$ cat src/rtl/mips_pc_defs_pkg.sv
// Shared definitions for the MIPS program-counter unit.
// Holds the branch-control codes, the sequencer states and the default vectors.
package mips_pc_defs;

    typedef enum logic [2:0] {
        BR_SEQ  = 3'b000,
        BR_COND = 3'b001,
        BR_J    = 3'b011,
        BR_JR   = 3'b111,
        BR_ERET = 3'b100
    } br_code_e;

    typedef enum logic {
        ST_IDLE    = 1'b0,
        ST_PENDING = 1'b1
    } pc_state_e;

    localparam logic [31:0] DEF_RESET_VEC = 32'h0000_3000;
    localparam logic [31:0] DEF_EXC_VEC   = 32'h0000_4180;

endpackage

$ cat src/rtl/pc_target_calc.sv
// Combinational next-PC and redirect-target computation for the PC unit.
// It also classifies the current Branch code as a redirect or as a misaligned jr.
module pc_target_calc import mips_pc_defs::*; #(
    parameter int unsigned ADDR_W = 32
) (
    input  logic [ADDR_W-1:0] pc,
    input  logic [2:0]        branch,
    input  logic              br_taken,
    input  logic [ADDR_W-1:0] br_offset,
    input  logic [25:0]       jump_target,
    input  logic [ADDR_W-1:0] jr_target,
    output logic [ADDR_W-1:0] npc,
    output logic [ADDR_W-1:0] target,
    output logic              redirect,
    output logic              misaligned
);

    assign npc        = pc + ADDR_W'(4);
    assign misaligned = (branch == BR_JR) && (jr_target[1:0] != 2'b00);

    always_comb begin
        target   = npc;
        redirect = 1'b0;
        case (branch)
            BR_COND: begin
                target   = npc + (br_offset << 2);
                redirect = br_taken;
            end
            BR_J: begin
                // The j target keeps the upper region bits of the delay-slot address.
                target   = {npc[ADDR_W-1:28], jump_target, 2'b00};
                redirect = 1'b1;
            end
            BR_JR: begin
                target   = jr_target;
                redirect = !misaligned;
            end
            default: begin
                target   = npc;
                redirect = 1'b0;
            end
        endcase
    end

endmodule

$ cat src/rtl/pc_seq_unit.sv
// Program counter with optional branch delay slot, stall, exception entry and ERET.
// Misaligned jr targets are raised as address-error exceptions.
module pc_seq_unit import mips_pc_defs::*; #(
    parameter int unsigned       ADDR_W     = 32,
    parameter logic [ADDR_W-1:0] RESET_VEC  = ADDR_W'(DEF_RESET_VEC),
    parameter logic [ADDR_W-1:0] EXC_VEC    = ADDR_W'(DEF_EXC_VEC),
    parameter bit                DELAY_SLOT = 1'b1
) (
    input  logic              Clk,
    input  logic              PcReSet,
    input  logic              Stall,
    input  logic [2:0]        Branch,
    input  logic              BrTaken,
    input  logic [ADDR_W-1:0] BrOffset,
    input  logic [25:0]       JumpTarget,
    input  logic [ADDR_W-1:0] JrTarget,
    input  logic              Exc,
    output logic [ADDR_W-1:0] PC,
    output logic [ADDR_W-1:0] NPC,
    output logic [ADDR_W-1:0] EPC,
    output logic              BD,
    output logic              AdrErr,
    output logic [ADDR_W-1:0] BadVAddr
);

    pc_state_e         state_reg, state_next;
    logic [ADDR_W-1:0] pc_reg, pc_next;
    logic [ADDR_W-1:0] pend_reg, pend_next;
    logic [ADDR_W-1:0] epc_reg, epc_next;
    logic [ADDR_W-1:0] bad_reg, bad_next;
    logic              bd_reg, bd_next;
    logic              adr_reg, adr_next;

    logic [ADDR_W-1:0] npc;
    logic [ADDR_W-1:0] target;
    logic              redirect;
    logic              misaligned;
    logic              mis_active;

    pc_target_calc #(.ADDR_W(ADDR_W)) u_calc (
        .pc          (pc_reg),
        .branch      (Branch),
        .br_taken    (BrTaken),
        .br_offset   (BrOffset),
        .jump_target (JumpTarget),
        .jr_target   (JrTarget),
        .npc         (npc),
        .target      (target),
        .redirect    (redirect),
        .misaligned  (misaligned)
    );

    // Branch inputs are ignored in the delay slot, so a misaligned jr there is too.
    assign mis_active = misaligned && (state_reg == ST_IDLE);

    always_comb begin
        state_next = state_reg;
        pc_next    = pc_reg;
        pend_next  = pend_reg;
        epc_next   = epc_reg;
        bd_next    = bd_reg;
        bad_next   = bad_reg;
        adr_next   = 1'b0;
        if (!Stall) begin
            if (Exc || mis_active) begin
                pc_next    = EXC_VEC;
                state_next = ST_IDLE;
                pend_next  = '0;
                // In the slot, EPC must point back at the branch so it re-executes.
                if (state_reg == ST_PENDING) begin
                    epc_next = pc_reg - ADDR_W'(4);
                    bd_next  = 1'b1;
                end else begin
                    epc_next = pc_reg;
                    bd_next  = 1'b0;
                end
                if (mis_active) begin
                    bad_next = JrTarget;
                    adr_next = 1'b1;
                end
            end else if (state_reg == ST_PENDING) begin
                pc_next    = pend_reg;
                pend_next  = '0;
                state_next = ST_IDLE;
            end else if (Branch == BR_ERET) begin
                pc_next = epc_reg;
                bd_next = 1'b0;
            end else if (redirect) begin
                if (DELAY_SLOT) begin
                    pend_next  = target;
                    pc_next    = npc;
                    state_next = ST_PENDING;
                end else begin
                    pc_next = target;
                end
            end else begin
                pc_next = npc;
            end
        end
    end

    always_ff @(posedge Clk or posedge PcReSet) begin
        if (PcReSet) begin
            state_reg <= ST_IDLE;
            pc_reg    <= RESET_VEC;
            pend_reg  <= '0;
            epc_reg   <= '0;
            bd_reg    <= 1'b0;
            bad_reg   <= '0;
            adr_reg   <= 1'b0;
        end else begin
            state_reg <= state_next;
            pc_reg    <= pc_next;
            pend_reg  <= pend_next;
            epc_reg   <= epc_next;
            bd_reg    <= bd_next;
            bad_reg   <= bad_next;
            adr_reg   <= adr_next;
        end
    end

    assign PC       = pc_reg;
    assign NPC      = npc;
    assign EPC      = epc_reg;
    assign BD       = bd_reg;
    assign AdrErr   = adr_reg;
    assign BadVAddr = bad_reg;

endmodule

$ cat config.mk
export PLATFORM = sky130hd
export DESIGN_NAME = pc_seq_unit
export DESIGN_NICKNAME = d
export VERILOG_FILES = /design/src/rtl/mips_pc_defs_pkg.sv /design/src/rtl/pc_target_calc.sv /design/src/rtl/pc_seq_unit.sv
export SDC_FILE = /design/constraint.sdc
export NUM_CORES = 1
export LEC_CHECK = 0
export BUFFER_PORTS_ARGS = -buffer_cell sky130_fd_sc_hd__buf_2
export CORE_ASPECT_RATIO = 0.8
export CORE_MARGIN = 4
export CORE_UTILIZATION = 55
export DETAILED_ROUTE_END_ITERATION = 10
export HOLD_SLACK_MARGIN = 0.1
export PLACE_DENSITY_LB_ADDON = 0.05
export SLEW_MARGIN = 10
export SYNTH_ARGS = -nofsm -noshare
export SYNTH_HDL_FRONTEND = slang
export SYNTH_SLANG_ARGS = --single-unit
$ cat constraint.sdc
create_clock -name Clk -period 10.18 [get_ports Clk]
set_clock_uncertainty 0.1 [all_clocks]
set_input_delay 0.509 -clock Clk [delete_from_list [all_inputs] [get_ports Clk]]
set_output_delay 0.509 -clock Clk [all_outputs]
set_load 0.03 [all_outputs]
**Yosys cells after proc, flatten, opt, wreduce, memory -nomap -nowiden**

Index checks and enable logic that the tools add are counted.
Widths: inputs -> output; s select.

- Equal/unequal tests: 6
- Multiplexer cells: 21
- Bitwise operators: 2
- $add $sub $neg: 3
- Reduce and logical (&&, ||, !) cells: 11

Operators by type and width:

| operator | number |
|---|---|
| $mux 32 | 8 |
| $pmux 32 s3 | 1 |
| $add 32x3->32 const B | 1 |
| $add 32x32->32 | 1 |
| $sub 32x3->32 const B | 1 |
| $mux 1 | 11 |
| $reduce_and 3->1 | 3 |
| $eq 3x3->1 const B | 2 |
| $reduce_bool 2->1 | 2 |
| $eq 3x1->1 const B | 1 |
| $eq 3x2->1 const B | 1 |
| $ne 3x3->1 const B | 1 |
| $pmux 1 s3 | 1 |
| $reduce_bool 3->1 | 1 |
| $logic_and 1x1->1 | 2 |
| $ne 2x1->1 const B | 1 |
| $not 1->1 | 2 |
| $reduce_and 2->1 | 1 |
| $logic_not 1->1 | 1 |
| $logic_or 1x1->1 | 1 |

- Output and inout bits: 130
- Register bits after elaboration: 131
- Word-level logic and storage cells: 50
- Bits of input ports: 98

**Depth between registers and ports, before layout**

Gate-level depths: netlist of run 1.

- Word-level depth: 8
- Gate-level depth with buffers: 17
- Mapped depth without buffers: 14

**Cells and area by module**

A second synthesis of run 1 with hierarchy kept.

- Cell total of the unflattened synthesis: 1053
- Area, all modules: 9455.3 sq um

Modules (own cells, without submodules):

| module | sequential area each (sq um) | cells each | area each (sq um) | instances |
|---|---|---|---|---|
| pc_seq_unit | 3280.6 | 532 | 5994.5 | 1 |
| pc_target_calc | 0.0 | 521 | 3460.8 | 1 |

**Worst setup path before layout of run 1**

OpenSTA, ideal clock, no wires.

- Path kind: register -> register
- From: reg pc_reg[11], in the netlist PC[11]
- To: reg pend_reg[31]
- Clock period less this slack: 4371 ps
- Path slack: 5809 ps
- Data required time: 9952 ps
- Path buffers: 1
- Library setup time: 128 ps
- Data arrival time: 4142 ps
- Cell stages (with the launch flop): 15
- Cells stage by stage: dfrtp_1 buf_2 and4_1 nand4_1 or3_2 xnor2_1 ha_1 and2_1 a221o_1 a311o_1 o21ai_0 nor3_1 o31ai_1 xnor2_1 o21ai_1

- Word-level cells in the longest chain between the ends: 7

Ends and longest elaborated chain:

| element | line | RTL |
|---|---|---|
| start, declared | pc_seq_unit.sv:27 | `logic [ADDR_W-1:0] pc_reg, pc_next;` |
| start signal, assigned | pc_seq_unit.sv:113 | `pc_reg <= pc_next;` |
| $add 32x3->32 | pc_target_calc.sv:18 | `assign npc = pc + ADDR_W'(4);` |
| via NPC[18] | pc_seq_unit.sv:19 | `output logic [ADDR_W-1:0] NPC,` |
| $add 32x32->32 | pc_target_calc.sv:26 | `target = npc + (br_offset << 2);` |
| $pmux 32 s3 | pc_target_calc.sv:24 | `case (branch)` |
| $mux 32 | pc_seq_unit.sv:88 | `end else if (redirect) begin` |
| $mux 32 | pc_seq_unit.sv:85 | `end else if (Branch == BR_ERET) begin` |
| $mux 32 | pc_seq_unit.sv:81 | `end else if (state_reg == ST_PENDING) begin` |
| $mux 32 | pc_seq_unit.sv:65 | `if (Exc \|\| mis_active) begin` |
| end signal, assigned | pc_seq_unit.sv:114 | `pend_reg <= pend_next;` |
| end, declared | pc_seq_unit.sv:28 | `logic [ADDR_W-1:0] pend_reg, pend_next;` |

The timed path passes the listed nets, and every way through them passes these cells. The select of a mux whose other input is x is not followed.
A chain may end at the register's enable or synchronous reset.

**Worst setup path after layout of run 1**

- From: reg pc_reg[13], in the netlist PC[13]
- To: reg pend_reg[27]

- Word-level cells in the longest chain between the ends: 7

Ends and longest elaborated chain:

| element | line |
|---|---|
| $add 32x3->32 * | pc_target_calc.sv:18 |
| $add 32x32->32 | pc_target_calc.sv:26 |
| $pmux 32 s3 * | pc_target_calc.sv:24 |
| $mux 32 * | pc_seq_unit.sv:88 |
| $mux 32 * | pc_seq_unit.sv:85 |
| $mux 32 * | pc_seq_unit.sv:81 |
| $mux 32 * | pc_seq_unit.sv:65 |

Mark *: on every way between the ends. The rest lies on a longest branch, timed or not. The select of a mux whose other input is x is not followed.

==> results.toml, run 1 <==
[status]
outcome = "completed"

[global_route]
antenna_found_initial = 1
grt_pass1_wl_mm = 43.36
overflow = 0
grt_max_degree = 70
grt_use_total = 0.3062
grt_pass1_vias = 7714

[clocking]
root_buffer = "clkbuf_16"
clock_latency_ns = 0.42
cts_tree = "built"
postCtsSetupRepairBufs = 0
cts_hold_buffers = 0
postCtsResizedCells = 0
cts_made_buffers = 17
htreeDepth = 4
cts_max_path_buffers = 2
cts_sinks = 131
clk_pin_slew_ns = 0.06

[power_and_ir_drop]
irDropWorstVdd_uv = 149.1
p_leak_nw = 4.913
p_total_w = 0.002005
pwr_density_cell_nw_per_um2 = 189.9

[synth]
synthMuxAreaShare = 0.07373
yosysSeqAreaShare = 0.3732
synth_area_sq_um = 8791
yosys_register_bits = 131
ys_top_cells_by_count = "129 x dfrtp_1, 102 x a21oi_1, 100 x nor2_1"
yosys.area_share.simple = 0.1576
yosysMostFrequentCell = "dfrtp_1"
async_reset_ff_frac = 1.000
syn_area_per_cell_sq_um = 8.765
synth.area.top_cells = "dfrtp_1 37%, xnor2_1 6.2%, mux2_2 5.9%"
synthCells = 1003
synth_fp_nets = 1138
synth_compound_area_frac = 0.2055
synth_cell_types = 68
ys_warn_count = 0
synth_ff_type = "dfrtp_1"
synthXorXnorAreaFrac = 0.08369
synth_top_family_by_area = "compound AO/OA/AOI/OAI gates"
synth_top_area_share = 0.3672
yosys.area.top_type = "dfrtp_1"
synth_enable_flop_cells = 0
synthAdderAreaFrac = 0.05352

[layout]
drive_above_1_share = 0.2745
area_growth_pct = 20.11
fillCellCount = 1374
nets = 1318

[worst_setup_path]
startpoint_type = "flip-flop"
critPathRequiredTime_ns = 10.35
crit_chain = "and4_1, nand4_1, or3_2, xnor2_1, ha_1, and2_1, a221o_1, a311o_1, o21ai_0, nor3_1, nor3_1, xor2_1, o21ai_0"
path_max_fanout = 7
critPathBufInv = 0
crit_family = "simple AND/OR/NAND/NOR gates"
critPathCaptureType = "flip-flop"
worst-setup-path-type = "flip-flop to flip-flop"
reg2reg_depth = 13
cpMaxStageDelayCell = "dfstp_2"
crit_cells = 13
arrival_ns = 4.41
max_stage_delay_ns = 0.60

[floorplan]
chipHeight_microns = 121.1
dieArea_sq_um = 18080
rows = 41
die_x_microns = 149.4
fp.coreArea_sq_um = 15700
io_pins = 228
start_util = 0.5600

[placement]
dp_hpwl_mm = 20.52
io_buffers = 225
gp_congestion = 0.9459

[sta]
relSlewSlack = 0.2845
hold_viol = 0
fmax_mhz = 235.9
finalMaxSlewViolations = 0
fin_crit_ns = 4.239
rsz0062_at_grt = "no"
tightest_slew_ns = 1.072
final-setup-viol-count = 0
period_share = 0.4164
tns_ns = 0

[routing]
wl_per_cell_microns = 19.48
firstDrtPassIters = 7
drt_iter0_markers = 896
vias_per_cell = 5.914
drc = 0
dr_total_vias = 8344
totalWireLength_mm = 27.48
ant_nets = 0

[run]
cap_violations = 0

[worst_hold_path]
hold_path.class = "primary input to async pin"
[area by class of cell]
cell class / instances / area (sq um) / share of cell area
flip-flops and latches: 131 / 3281 / 0.3107
multi-input cells: 759 / 5070 / 0.4802
repair buffers: 234 / 1194 / 0.1130
diodes: 1 / 2.502 / 0.0002370
clock inverters: 13 / 161.4 / 0.01529
clock buffers: 18 / 429.2 / 0.04064
well taps: 215 / 269.0 / 0.02548
inverters: 40 / 152.6 / 0.01446
[worst reg2reg max path: cells and delay by family, from the launching register on]
family,cells,cell delay [ns]
and+or+nand+nor,6,1.55
AOI/OAI and AO/OA,4,0.90
DFF,1,0.60
xor gates and xnor gates,2,0.59
adders and majority gates,1,0.36
[cells by family (layout without fill, tap and decap cells)]
group | after synthesis | in the layout
AND/OR/NAND/NOR | 296 | 296
flip-flops | 131 | 131
XOR/XNOR | 81 | 81
other | 0 | 1
buffers and inverters | 113 | 305
multiplexers | 59 | 59
AO/OA/AOI/OAI | 286 | 286
adder cells (fa/ha/maj) | 37 | 37
[where the power goes]
group	internal (W)	switching [W]	total, W
Sequential	0.000601	0.0000880	0.000689
Combinational	0.000244	0.000452	0.000696
Clock	0.000383	0.000236	0.000620
[through the flow]
step	utilization	setup slack (ns)	cell area, sq um	hold WS, ns	instances
after floorplan	-	5.809	8791	0.3658	1003
after global placement	0.6349	6.102	9966	0.3838	1379
after detailed placement	0.6349	6.077	9966	0.3929	1379
after CTS	0.6725	6.040	10560	0.1828	1410
after global routing	0.6726	5.676	10560	0.2188	1411
final	0.6726	5.941	10560	0.1548	1411
[metal layers]
| layer | GRT usage | wire, microns |
|---|---|---|
| met5 | 0 | 0 |
| met4 | 0.06861 | 328 |
| met3 | 0.06833 | 2956 |
| met2 | 0.4167 | 11170 |
| met1 | 0.4907 | 13030 |
[path summary, 6_finish.rpt]
| path | to | start | slack [ns] |
|---|---|---|---|
| worst max register to register | pend_reg[27]$_DFFE_PP0P_ | PC[13]$_DFFE_PP1N_ | 5.94 |
| worst min-delay path | EPC[7]$_DFFE_PP0P_ | PcReSet | 0.15 |
| worst min register to register | BadVAddr[30]$_DFFE_PP0P_ | BadVAddr[30]$_DFFE_PP0P_ | 0.40 |
| max in group asynchronous | EPC[0]$_DFFE_PP0P_ | PcReSet | 8.43 |
| worst max-delay path | pend_reg[27]$_DFFE_PP0P_ | PC[13]$_DFFE_PP1N_ | 5.94 |
| min in group Clk | BadVAddr[10]$_DFFE_PP0P_ | JrTarget[10] | 0.23 |
[cell usage in the layout (no fill, tap or decap), drive strengths merged, types with 13 or more instances in the layout]
master and instances:
inv 41, a21oi 102, mux2 46, a22oi 18
xnor2 63, nand4 14, ha 36, o21ai 64
a221oi 20, xor2 18, clkbuf 18, dfrtp 129
mux2i 13, nand2 86, buf 234, a21o 18
nand3 19, a22o 19, nor3 20, nor2 100
(Power assumes the default switching activity.)
==> run 2: changes to the inputs <==
--- a/config.mk
+++ b/config.mk
@@ -5,6 +5,7 @@
 export SDC_FILE = /design/constraint.sdc
 export NUM_CORES = 1
 export LEC_CHECK = 0
+export ABC_AREA = 1
 export BUFFER_PORTS_ARGS = -buffer_cell sky130_fd_sc_hd__buf_2
 export CORE_ASPECT_RATIO = 0.8
 export CORE_MARGIN = 4
==> constraint.sdc (replaced) <==
create_clock -name Clk -period 4.3 [get_ports Clk]
set_clock_uncertainty 0.1 [all_clocks]
set_input_delay 0.215 -clock Clk [delete_from_list [all_inputs] [get_ports Clk]]
set_output_delay 0.215 -clock Clk [all_outputs]
set_load 0.03 [all_outputs]
==> results.toml, run 2 <==
[synth]
synthCells = 1542
yosys.area.top_type = "dfrtp_1"
synth_top_area_share = 0.3233
synth_cell_types = 52
yosys_register_bits = 131
ys_top_cells_by_count = "560 x nand2_1, 187 x inv_1, 141 x nor2_1"
synth_enable_flop_cells = 0
yosysMostFrequentCell = "nand2_1"
async_reset_ff_frac = 1.000
synth.area.top_cells = "dfrtp_1 32%, nand2_1 21%, inv_1 7.0%"
yosysSeqAreaShare = 0.3286
synth_ff_type = "dfrtp_1"
ys_warn_count = 0
synth_fp_nets = 1677
syn_area_per_cell_sq_um = 6.475
synth_area_sq_um = 9985

[worst_setup_path]
reg2reg_from = "PC[2]$_DFFE_PP0N_"
worst-setup-path-type = "flip-flop to flip-flop"
crit-reg2reg-capture = "pend_reg[27]$_DFFE_PP0P_"
arrival_ns = 3.78
cp-endpoint = "pend_reg[27]$_DFFE_PP0P_"
reg2reg_depth = 22
startpoint_type = "flip-flop"
cpMaxStageDelayCell = "dfrtp_1"
crit_top_cell = "nand2_1"
crit_chain = "ha_1, nand2_1, nor2_2, nand2_4, nor2_8, nand3_4, inv_2, nand2_1, o21ai_1, inv_1, ha_1, nand2_1, nor2_1, nand2_1, nor2_1, nand2_1, nand3_1, nand2_1, nand3_1, nand2_1, nand2_1, nand2_1"
critPathCaptureType = "flip-flop"
max_stage_delay_ns = 0.50
r2r_slack_ns = 0.74
crit_start = "PC[2]$_DFFE_PP0N_"
path_max_fanout = 8
critPathRequiredTime_ns = 4.52

[routing]
wl_per_cell_microns = 17.23
totalWireLength_mm = 34.94
vias_per_cell = 5.495
drt_iter0_markers = 1067
dr_total_vias = 11140
ant_nets = 0
firstDrtPassIters = 5
drc = 0

[worst_hold_path]
hold_depth = 7
hold_path.class = "primary input to flip-flop"

[power_and_ir_drop]
irDropWorstVdd_uv = 229.7
p_leak_nw = 6.703
pwr_density_cell_nw_per_um2 = 384.5

[sta]
tightest_slew_ns = 0.9762
holdWs_ns = 0.1024
final-setup-viol-count = 0
relSlewSlack = 0.3485
finalMaxSlewViolations = 0
fmax_mhz = 280.9
hold_viol = 0
rsz0062_at_grt = "no"
fin_crit_ns = 3.560
period_share = 0.8278
tns_ns = 0

[global_route]
grt_pass1_vias = 10590
overflow = 0
grt_max_degree = 72
antenna_found_initial = 0
grt_use_total = 0.3409
grt_pass1_wl_mm = 54.43

[floorplan]
die_x_microns = 158.6
start_util = 0.5675
rows = 43
dieArea_sq_um = 20390
fp.coreArea_sq_um = 17590
chipHeight_microns = 128.5
io_pins = 228

[clocking]
htreeDepth = 4
cts_tree = "built"
clock_latency_ns = 0.44
clk_pin_slew_ns = 0.07
cts_max_path_buffers = 2
cts_made_buffers = 17
root_buffer = "clkbuf_16"
cts_sinks = 131
postCtsResizedCells = 0

[layout]
area_growth_pct = 22.89
nets = 1925
n_antenna_cell = 0
drive_above_1_share = 0.1814
layout_commonest_cell = "nand2_1"
fillCellCount = 1596
layout_common_cells = "560 x nand2_1, 225 x buf_2, 186 x inv_1"

[run]
cap_violations = 0

[status]
outcome = "completed"

[placement]
io_buffers = 225
dp_hpwl_mm = 26.50
gp_congestion = 0.9640
## run 2: cell count changes in the layout (fill, tap and decap cells not counted), moves of 31 or more
cell / before / now
nand2_1: 86 / 560
inv_1: 39 / 186
xnor2_1: 62 / 1
nand3_1: 18 / 77
a21oi_1: 102 / 51
dlygate4sd3_1: 0 / 50
mux2_2: 46 / 0
nor2_1: 98 / 140
o21ai_0: 62 / 93
## run 2: worst min path at each step
stage,start,slack [ns],endpoint
after floorplan,JrTarget[0],0.23,BadVAddr[0]$_DFFE_PP0P_
after global placement,JrTarget[28],0.33,BadVAddr[28]$_DFFE_PP0P_
after detailed placement,JrTarget[21],0.34,BadVAddr[21]$_DFFE_PP0P_
after CTS,JumpTarget[23],0.10,pend_reg[25]$_DFFE_PP0P_
after global routing,JumpTarget[4],0.12,pend_reg[6]$_DFFE_PP0P_
final,JumpTarget[23],0.10,pend_reg[25]$_DFFE_PP0P_
## run 2: routing by layer
layer / track usage / up-vias / wire, microns
met4: 0.1259 / 0 / 1168
met2: 0.5315 / 609 / 15410
met3: 0.06994 / 79 / 3399
li1: - / 5370 / -
met1: 0.4705 / 5085 / 14960
met5: 0 / - / 0
## run 2: cell type report
class	instances	area [sq um]	area share
clock buffer	17	425.4	0.03467
clock inverter	15	131.4	0.01071
inverter	199	754.5	0.06149
multi-input combinational	1152	5665	0.4617
sequential	131	3281	0.2674
tap	225	281.5	0.02294
timing repair buffer	289	1732	0.1411
## run 2: power by group
group          switching (W)  internal (W)  total, W
clock               0.000635      0.000797   0.00143
combinational        0.00121      0.000511   0.00172
sequential          0.000163       0.00141   0.00157
total                0.00200       0.00271   0.00472
## run 2: worst max-delay path: cells and delay by family, from the launching register on
family,cells,cell delay (ns)
flip-flops,1,0.50
AND/OR/NAND/NOR,17,1.74
AO/OA/AOI/OAI,1,0.22
buffers and inverters,2,0.23
adder cells (fa/ha/maj),2,0.64
## run 2: timing repair
| item | 4_1_cts | 5_1_grt |
|---|---|---|
| buffers inserted | 0 | 0 |
| endpoints found under the hold margin | 118 | 0 |
| hold buffers | 50 | 0 |
## run 2: cell families (layout without fill, tap and decap cells)
kind of cell / count (synthesis) / count (layout) / synth area share
XOR/XNOR: 43 / 43 / 0.03847
adder cells (fa/ha/maj): 37 / 37 / 0.04712
buffers and inverters: 259 / 520 / 0.1043
AO/OA/AOI/OAI: 223 / 223 / 0.1284
AND/OR/NAND/NOR: 849 / 849 / 0.3531
flip-flops: 131 / 131 / 0.3286
## run 2: metrics by stage
step / std cells / util / total power (W) / worst slack [ns] / area (sq um)
floorplan: 1542 / - / 0.002718 / 0.4906 / 9985
global placement: 1946 / 0.6374 / 0.003213 / 0.9808 / 11210
detailed placement: 1946 / 0.6374 / 0.003240 / 0.8883 / 11210
CTS: 2028 / 0.6975 / 0.004701 / 0.8079 / 12270
global route: 2028 / 0.6975 / 0.004956 / 0.4246 / 12270
finish: 2028 / 0.6975 / 0.004718 / 0.7404 / 12270
